## src/rtl/data_memory_wait.sv

```systemverilog
// Data memory with request/ready handshake, programmable wait states and access-error reporting.
// Optional write protection of the low address window is enabled by defining DMEM_WPROT_EN.
module data_memory_wait #(
  parameter int                DATA_W      = 8,
  parameter int                ADDR_W      = 8,
  parameter int                DEPTH       = 256,
  parameter int                WAIT_CYCLES = 1,
  parameter int                IVEC_ADDR   = 1,
  parameter logic [DATA_W-1:0] IVEC_RESET  = '0,
  parameter int                PROT_LIMIT  = 2
) (
  input  logic              clk,
  input  logic              rst,
  input  logic              mem_read,
  input  logic              mem_write,
  input  logic [ADDR_W-1:0] address,
  input  logic [DATA_W-1:0] data_in,
  output logic [DATA_W-1:0] data_out,
  output logic              busy,
  output logic              ready,
  output logic              err
);

`ifdef DMEM_WPROT_EN
  localparam bit WPROT = 1'b1;
`else
  localparam bit WPROT = 1'b0;
`endif

  localparam int unsigned       DEPTH_U   = DEPTH;
  localparam int unsigned       PROT_U    = PROT_LIMIT;
  localparam bit                ZERO_WAIT = (WAIT_CYCLES == 0);
  localparam logic [3:0]        CNT_LOAD  = (WAIT_CYCLES > 0) ? 4'(WAIT_CYCLES - 1) : 4'd0;
  localparam logic [ADDR_W-1:0] IVEC_A    = ADDR_W'(IVEC_ADDR);

  typedef enum logic [1:0] {IDLE, WAIT, DONE} state_t;
  typedef logic [DATA_W-1:0] mem_t [DEPTH];

  function automatic mem_t mem_init();
    mem_t m;
    m = '{default: '0};
    m[IVEC_A] = IVEC_RESET;
    return m;
  endfunction

  mem_t mem = mem_init();

  state_t            state, state_nx;
  logic [3:0]        cnt;
  logic              op_rd, op_wr, op_err;
  logic [ADDR_W-1:0] op_addr;
  logic [DATA_W-1:0] op_data;

  logic              req, req_err, accept, commit;
  logic              acc_rd, acc_wr, acc_err;
  logic [ADDR_W-1:0] acc_addr;
  logic [DATA_W-1:0] acc_data;

  assign req     = mem_read | mem_write;
  assign req_err = (mem_read & mem_write)
                 | (32'(address) >= DEPTH_U)
                 | (WPROT & mem_write & (32'(address) < PROT_U));
  assign accept  = (state == IDLE) && req;

  // With zero wait states the access commits on the accept edge, straight from the live inputs.
  always_comb begin
    if (state == IDLE) begin
      acc_rd   = mem_read;
      acc_wr   = mem_write;
      acc_err  = req_err;
      acc_addr = address;
      acc_data = data_in;
    end else begin
      acc_rd   = op_rd;
      acc_wr   = op_wr;
      acc_err  = op_err;
      acc_addr = op_addr;
      acc_data = op_data;
    end
  end

  assign commit = (accept && ZERO_WAIT) || ((state == WAIT) && (cnt == 4'd0));

  always_ff @(posedge clk) begin
    if (rst) state <= IDLE;
    else     state <= state_nx;
  end

  always_comb begin
    state_nx = state;
    unique case (state)
      IDLE:    if (req) state_nx = ZERO_WAIT ? DONE : WAIT;
      WAIT:    if (cnt == 4'd0) state_nx = DONE;
      DONE:    state_nx = IDLE;
      default: state_nx = IDLE;
    endcase
  end

  always_comb begin
    busy  = (state != IDLE);
    ready = (state == DONE);
    err   = (state == DONE) && op_err;
  end

  always_ff @(posedge clk) begin
    if (rst) begin
      cnt          <= '0;
      data_out     <= '0;
      op_rd        <= 1'b0;
      op_wr        <= 1'b0;
      op_err       <= 1'b0;
      op_addr      <= '0;
      op_data      <= '0;
      mem[IVEC_A]  <= IVEC_RESET;
    end else begin
      if (accept) begin
        op_rd   <= mem_read;
        op_wr   <= mem_write;
        op_err  <= req_err;
        op_addr <= address;
        op_data <= data_in;
        cnt     <= CNT_LOAD;
      end else if ((state == WAIT) && (cnt != 4'd0)) begin
        cnt <= cnt - 4'd1;
      end
      if (commit && !acc_err) begin
        if (acc_wr) mem[acc_addr] <= acc_data;
        if (acc_rd) data_out <= mem[acc_addr];
      end
    end
  end

endmodule
```

## config.mk

```make
export PLATFORM = sky130hd
export DESIGN_NAME = data_memory_wait
export DESIGN_NICKNAME = d
export VERILOG_FILES = /design/src/rtl/data_memory_wait.sv
export SDC_FILE = /design/constraint.sdc
export NUM_CORES = 2
export LEC_CHECK = 0
export ABC_CLOCK_PERIOD_IN_PS = 11500
export CAP_MARGIN = 20
export CORE_MARGIN = 8
export CORE_UTILIZATION = 30
export DETAILED_ROUTE_END_ITERATION = 7
export GPL_ROUTABILITY_DRIVEN = 0
export SETUP_SLACK_MARGIN = 0.5
export SYNTH_ARGS = -nofsm -noshare
export SYNTH_HDL_FRONTEND = slang
export SYNTH_SLANG_ARGS = --single-unit
```

## constraint.sdc

```tcl
create_clock -name clk -period 11.5 [get_ports clk]
set_input_delay 2.3 -clock clk [delete_from_list [all_inputs] [get_ports clk]]
set_output_delay 2.3 -clock clk [all_outputs]
set_load 0.01 [all_outputs]
```

==> flow_metrics.py <==
metrics = {
    "run_status": {
        "status": "finished clean",
    },
    "die": {
        "dieHeight_um": 537,
        "die_area_sq_um": 289000,
        "io_pins": 31,
        "rows": 191,
        "dieWidth_um": 537,
        "coreArea_sq_um": 271000,
        "initial_core_util": 0.302,
    },
    "sta": {
        "grt_setup_unrepaired": "no",
        "worst_pin_slew_ns": 1.41,
        "slew_headroom": 0.0618,
        "slew_violations": 0,
        "hold_violations": 0,
        "setup_tns_ns": 0,
        "fin_worst_skew_ns": 0.0344,
        "max_freq_mhz": 151,
        "whs_ns": 0.457,
        "fin_crit_sh": 0.577,
        "period_minus_slack_ns": 6.63,
        "setup_violations": 0,
        "setup_slack_ns": 4.87,
    },
    "drt": {
        "drtIter0Drc": 6339,
        "ant_nets": 0,
        "wire_per_inst_um": 25.1,
        "wl_mm": 231,
        "vias_per_cell": 5.25,
        "route.detailed.drc": 0,
        "first_pass_iters": 6,
        "via_count": 48400,
    },
    "synthesis": {
        "synth.avg_cell_area_sq_um": 14.9,
        "synthesis.nets": 5491,
        "yosys_warnings": 0,
        "syn_inst": 5469,
        "synth-seq-area-share": 0.762,
        "synth-seq-cells": 2081,
        "async_flop_share": 0,
        "synth_edf_count": 2048,
        "synth-main-ff-cell": "edfxtp_1",
        "yosysUniqueCellTypes": 63,
        "syn_area_sq_um": 81600,
    },
    "cts": {
        "hold_buffers": 0,
        "root_buffer": "clkbuf_16",
        "cts_buffer_depth": 3,
        "cts_resized": 0,
        "path_clk_slew_ns": 0.06,
        "cts.sinks": 2081,
        "clk_latency_ns": 0.84,
        "numCtsBuffers": 208,
        "cts_tree": "built",
        "cts_htree_levels": 4,
        "postCtsSetupBuffers": 0,
    },
    "power_and_ir_drop": {
        "power.leakage_uw": 0.0273,
        "powerDensity_nw_per_um2": 176,
        "peakVddDrop_mv": 0.155,
    },
    "global_route": {
        "grt_use_met3": 0.0321,
        "met2_usage": 0.251,
        "grt_remaining_overflow": 0,
        "grt_pass1_wl_mm": 334,
        "track_usage": 0.155,
        "grtUsageMet1": 0.207,
        "top_usage_layer": "met2",
        "grt_pass1_vias": 47100,
        "grt_start_max_net_pins": 230,
        "grt_antenna_before_repair": 11,
    },
    "critical_path": {
        "crit_path_start_kind": "input pin",
        "cp_max_fo": 134,
        "crit_path_top_delay_cell": "a2111oi_0",
        "path_class": "input pin to flop",
        "cp.required_ns": 12.20,
        "crit_path_frequent_cell": "nor4_1",
        "cp-end-kind": "flop",
        "slowest_delay_ns": 1.07,
        "crit_arrival_ns": 7.33,
        "crit_chain": "clkdlybuf4s50_1 -> or3b_1 -> nand2_4 -> buf_4 -> buf_12 -> nand3_1 -> a21oi_1 -> a2111oi_0 -> o2111ai_1 -> nor4_1 -> nor4_1",
    },
    "min_path": {
        "hold_class": "flop to flop",
    },
    "cells_and_area": {
        "drive_gt1_frac": 0.0995,
        "area_growth_syn_to_layout_pct": 14.0,
        "postLayoutCellArea_sq_um": 93000,
        "nets": 5493,
        "instances_no_fill": 9214,
    },
    "placement": {
        "placed_area_sq_um": 86100,
        "io_buffers": 30,
        "dp_hpwl_mm": 136,
        "pre_cts_slack_ns": 4.19,
        "dp_cells": 8827,
    },
    "job": {
        "drv_cap": 0,
    },
}
## kinds of logic after synthesis
group / Yosys count / synth area share
mux: 335 / 0.0588
compound gates: 537 / 0.0469
buf+inv: 354 / 0.0193
xor+xnor: 3 / 0.000322
flops: 2081 / 0.762
fa+ha+maj: 2 / 0.000307
simple gates: 2157 / 0.112
## metrics by stage
step	utilization	total power [uW]
2_1_floorplan	-	9290
3_3_place_gp	0.318	9760
3_5_place_dp	0.318	9770
4_1_cts	0.343	16500
5_1_grt	0.344	16900
6_report	0.344	16400
## cell usage after synthesis, types with 3 or more instances
cell type	instances	share of area
edfxtp_1	2048	0.75
nand2_1	1248	0.057
nand3_1	384	0.024
nor2_1	299	0.014
mux2i_1	217	0.027
clkbuf_1	181	0.0083
nand4_1	132	0.010
a21oi_1	129	0.0079
mux4_2	115	0.032
a31oi_1	108	0.0083
a32oi_1	106	0.011
buf_2	106	0.0065
a22oi_1	38	0.0035
buf_1	37	0.0017
dfxtp_1	33	0.0081
nor3_1	25	0.0015
nor4_1	23	0.0018
o2111ai_1	22	0.0024
a222oi_1	21	0.0026
o21ai_0	17	0.0010
buf_4	15	0.0014
a221oi_1	12	0.0013
a22o_1	12	0.0013
a2111oi_0	8	0.00086
and2_1	8	0.00061
and3_1	8	0.00061
buf_6	8	0.0011
o221ai_1	8	0.00086
inv_1	7	0.00032
nand4b_1	7	0.00075
o22ai_1	7	0.00054
a21o_1	6	0.00055
o211ai_1	6	0.00055
o311a_1	6	0.00074
o32ai_1	6	0.00064
o31ai_1	5	0.00046
a211oi_1	4	0.00037
nand2b_1	4	0.00031
nor2b_1	4	0.00031
o21ai_1	4	0.00025
mux2_2	3	0.00041
nand3b_1	3	0.00028
or4b_2	3	0.00037
## critical path, delay by kind of cell
kind                   cells  cell delay, ns
AOI/OAI and AO/OA          3            2.03
and+or+nand+nor            5            1.51
buffers and inverters      3            1.30
## power by group
part,switching [uW],internal (uW),leakage (uW)
clock network,2890,3890,0.00333
registers,14.9,8240,0.0148
logic,986,391,0.00921
## cell type report
| cell class | instances | area, sq um |
|---|---|---|
| clock buffer | 251 | 5410 |
| tap | 3570 | 4470 |
| fill | 25700 | 178000 |
| antenna | 4 | 10.0 |
| multi-input combinational | 3034 | 18100 |
| sequential | 2081 | 62200 |
| inverter | 7 | 26.3 |
| clock inverter | 128 | 1390 |
| timing repair buffer | 139 | 1410 |
## layer usage
layer  share of wire  up-vias  routed length [um]
met4           0.034        4                7780
met5        0.000091        -                  21
met1            0.40    24700               92400
met3           0.091      414               21100
li1                -    20900                   -
met2            0.48     2395              110000
## final timing paths
check,from,to,slack (ns),depth (start not counted)
max reg2reg,state[0]$_SDFFE_PP0P_,data_out[1]$_SDFFE_PP0P_,5.95,10
max,address[0],data_out[1]$_SDFFE_PP0P_,4.87,11
min,op_data[7]$_SDFFE_PP0P_,op_data[7]$_SDFFE_PP0P_,0.46,2
min reg2reg,op_data[7]$_SDFFE_PP0P_,op_data[7]$_SDFFE_PP0P_,0.46,2
## sequential cells by signal, indices dropped and copies added (netlist names)
name	cells
op_data	8
op_err	1
mem	2048
op_addr	8
op_rd	1
cnt	4
op_wr	1
state	2
data_out	8
## placed cells by master, fill, tap and decap left out, types with 7 or more instances in the layout
cell             count
clkinv_1            45
inv_1                7
edfxtp_1          2048
a21oi_1            121
bufinv_16           24
buf_6                8
nand3_1            384
buf_4               78
a21oi_4              8
a31oi_1            106
clkbuf_16          209
nand2_1           1246
nand4_1            132
a22o_1              12
a222oi_1            21
a22oi_1             38
nand4b_1             7
o21ai_0             14
clkbuf_1            40
a32oi_1            106
nor4_1              21
nor2_1             293
mux4_2             115
mux2i_1            215
and3_1               8
o221ai_1             8
nor3_1              25
o2111ai_1           22
o22ai_1              7
a2111oi_0            8
buf_12              18
clkinv_2            40
dfxtp_1             33
clkdlybuf4s50_1     30
a221oi_1            12
Note: power is estimated with default switching activity, not from simulation.
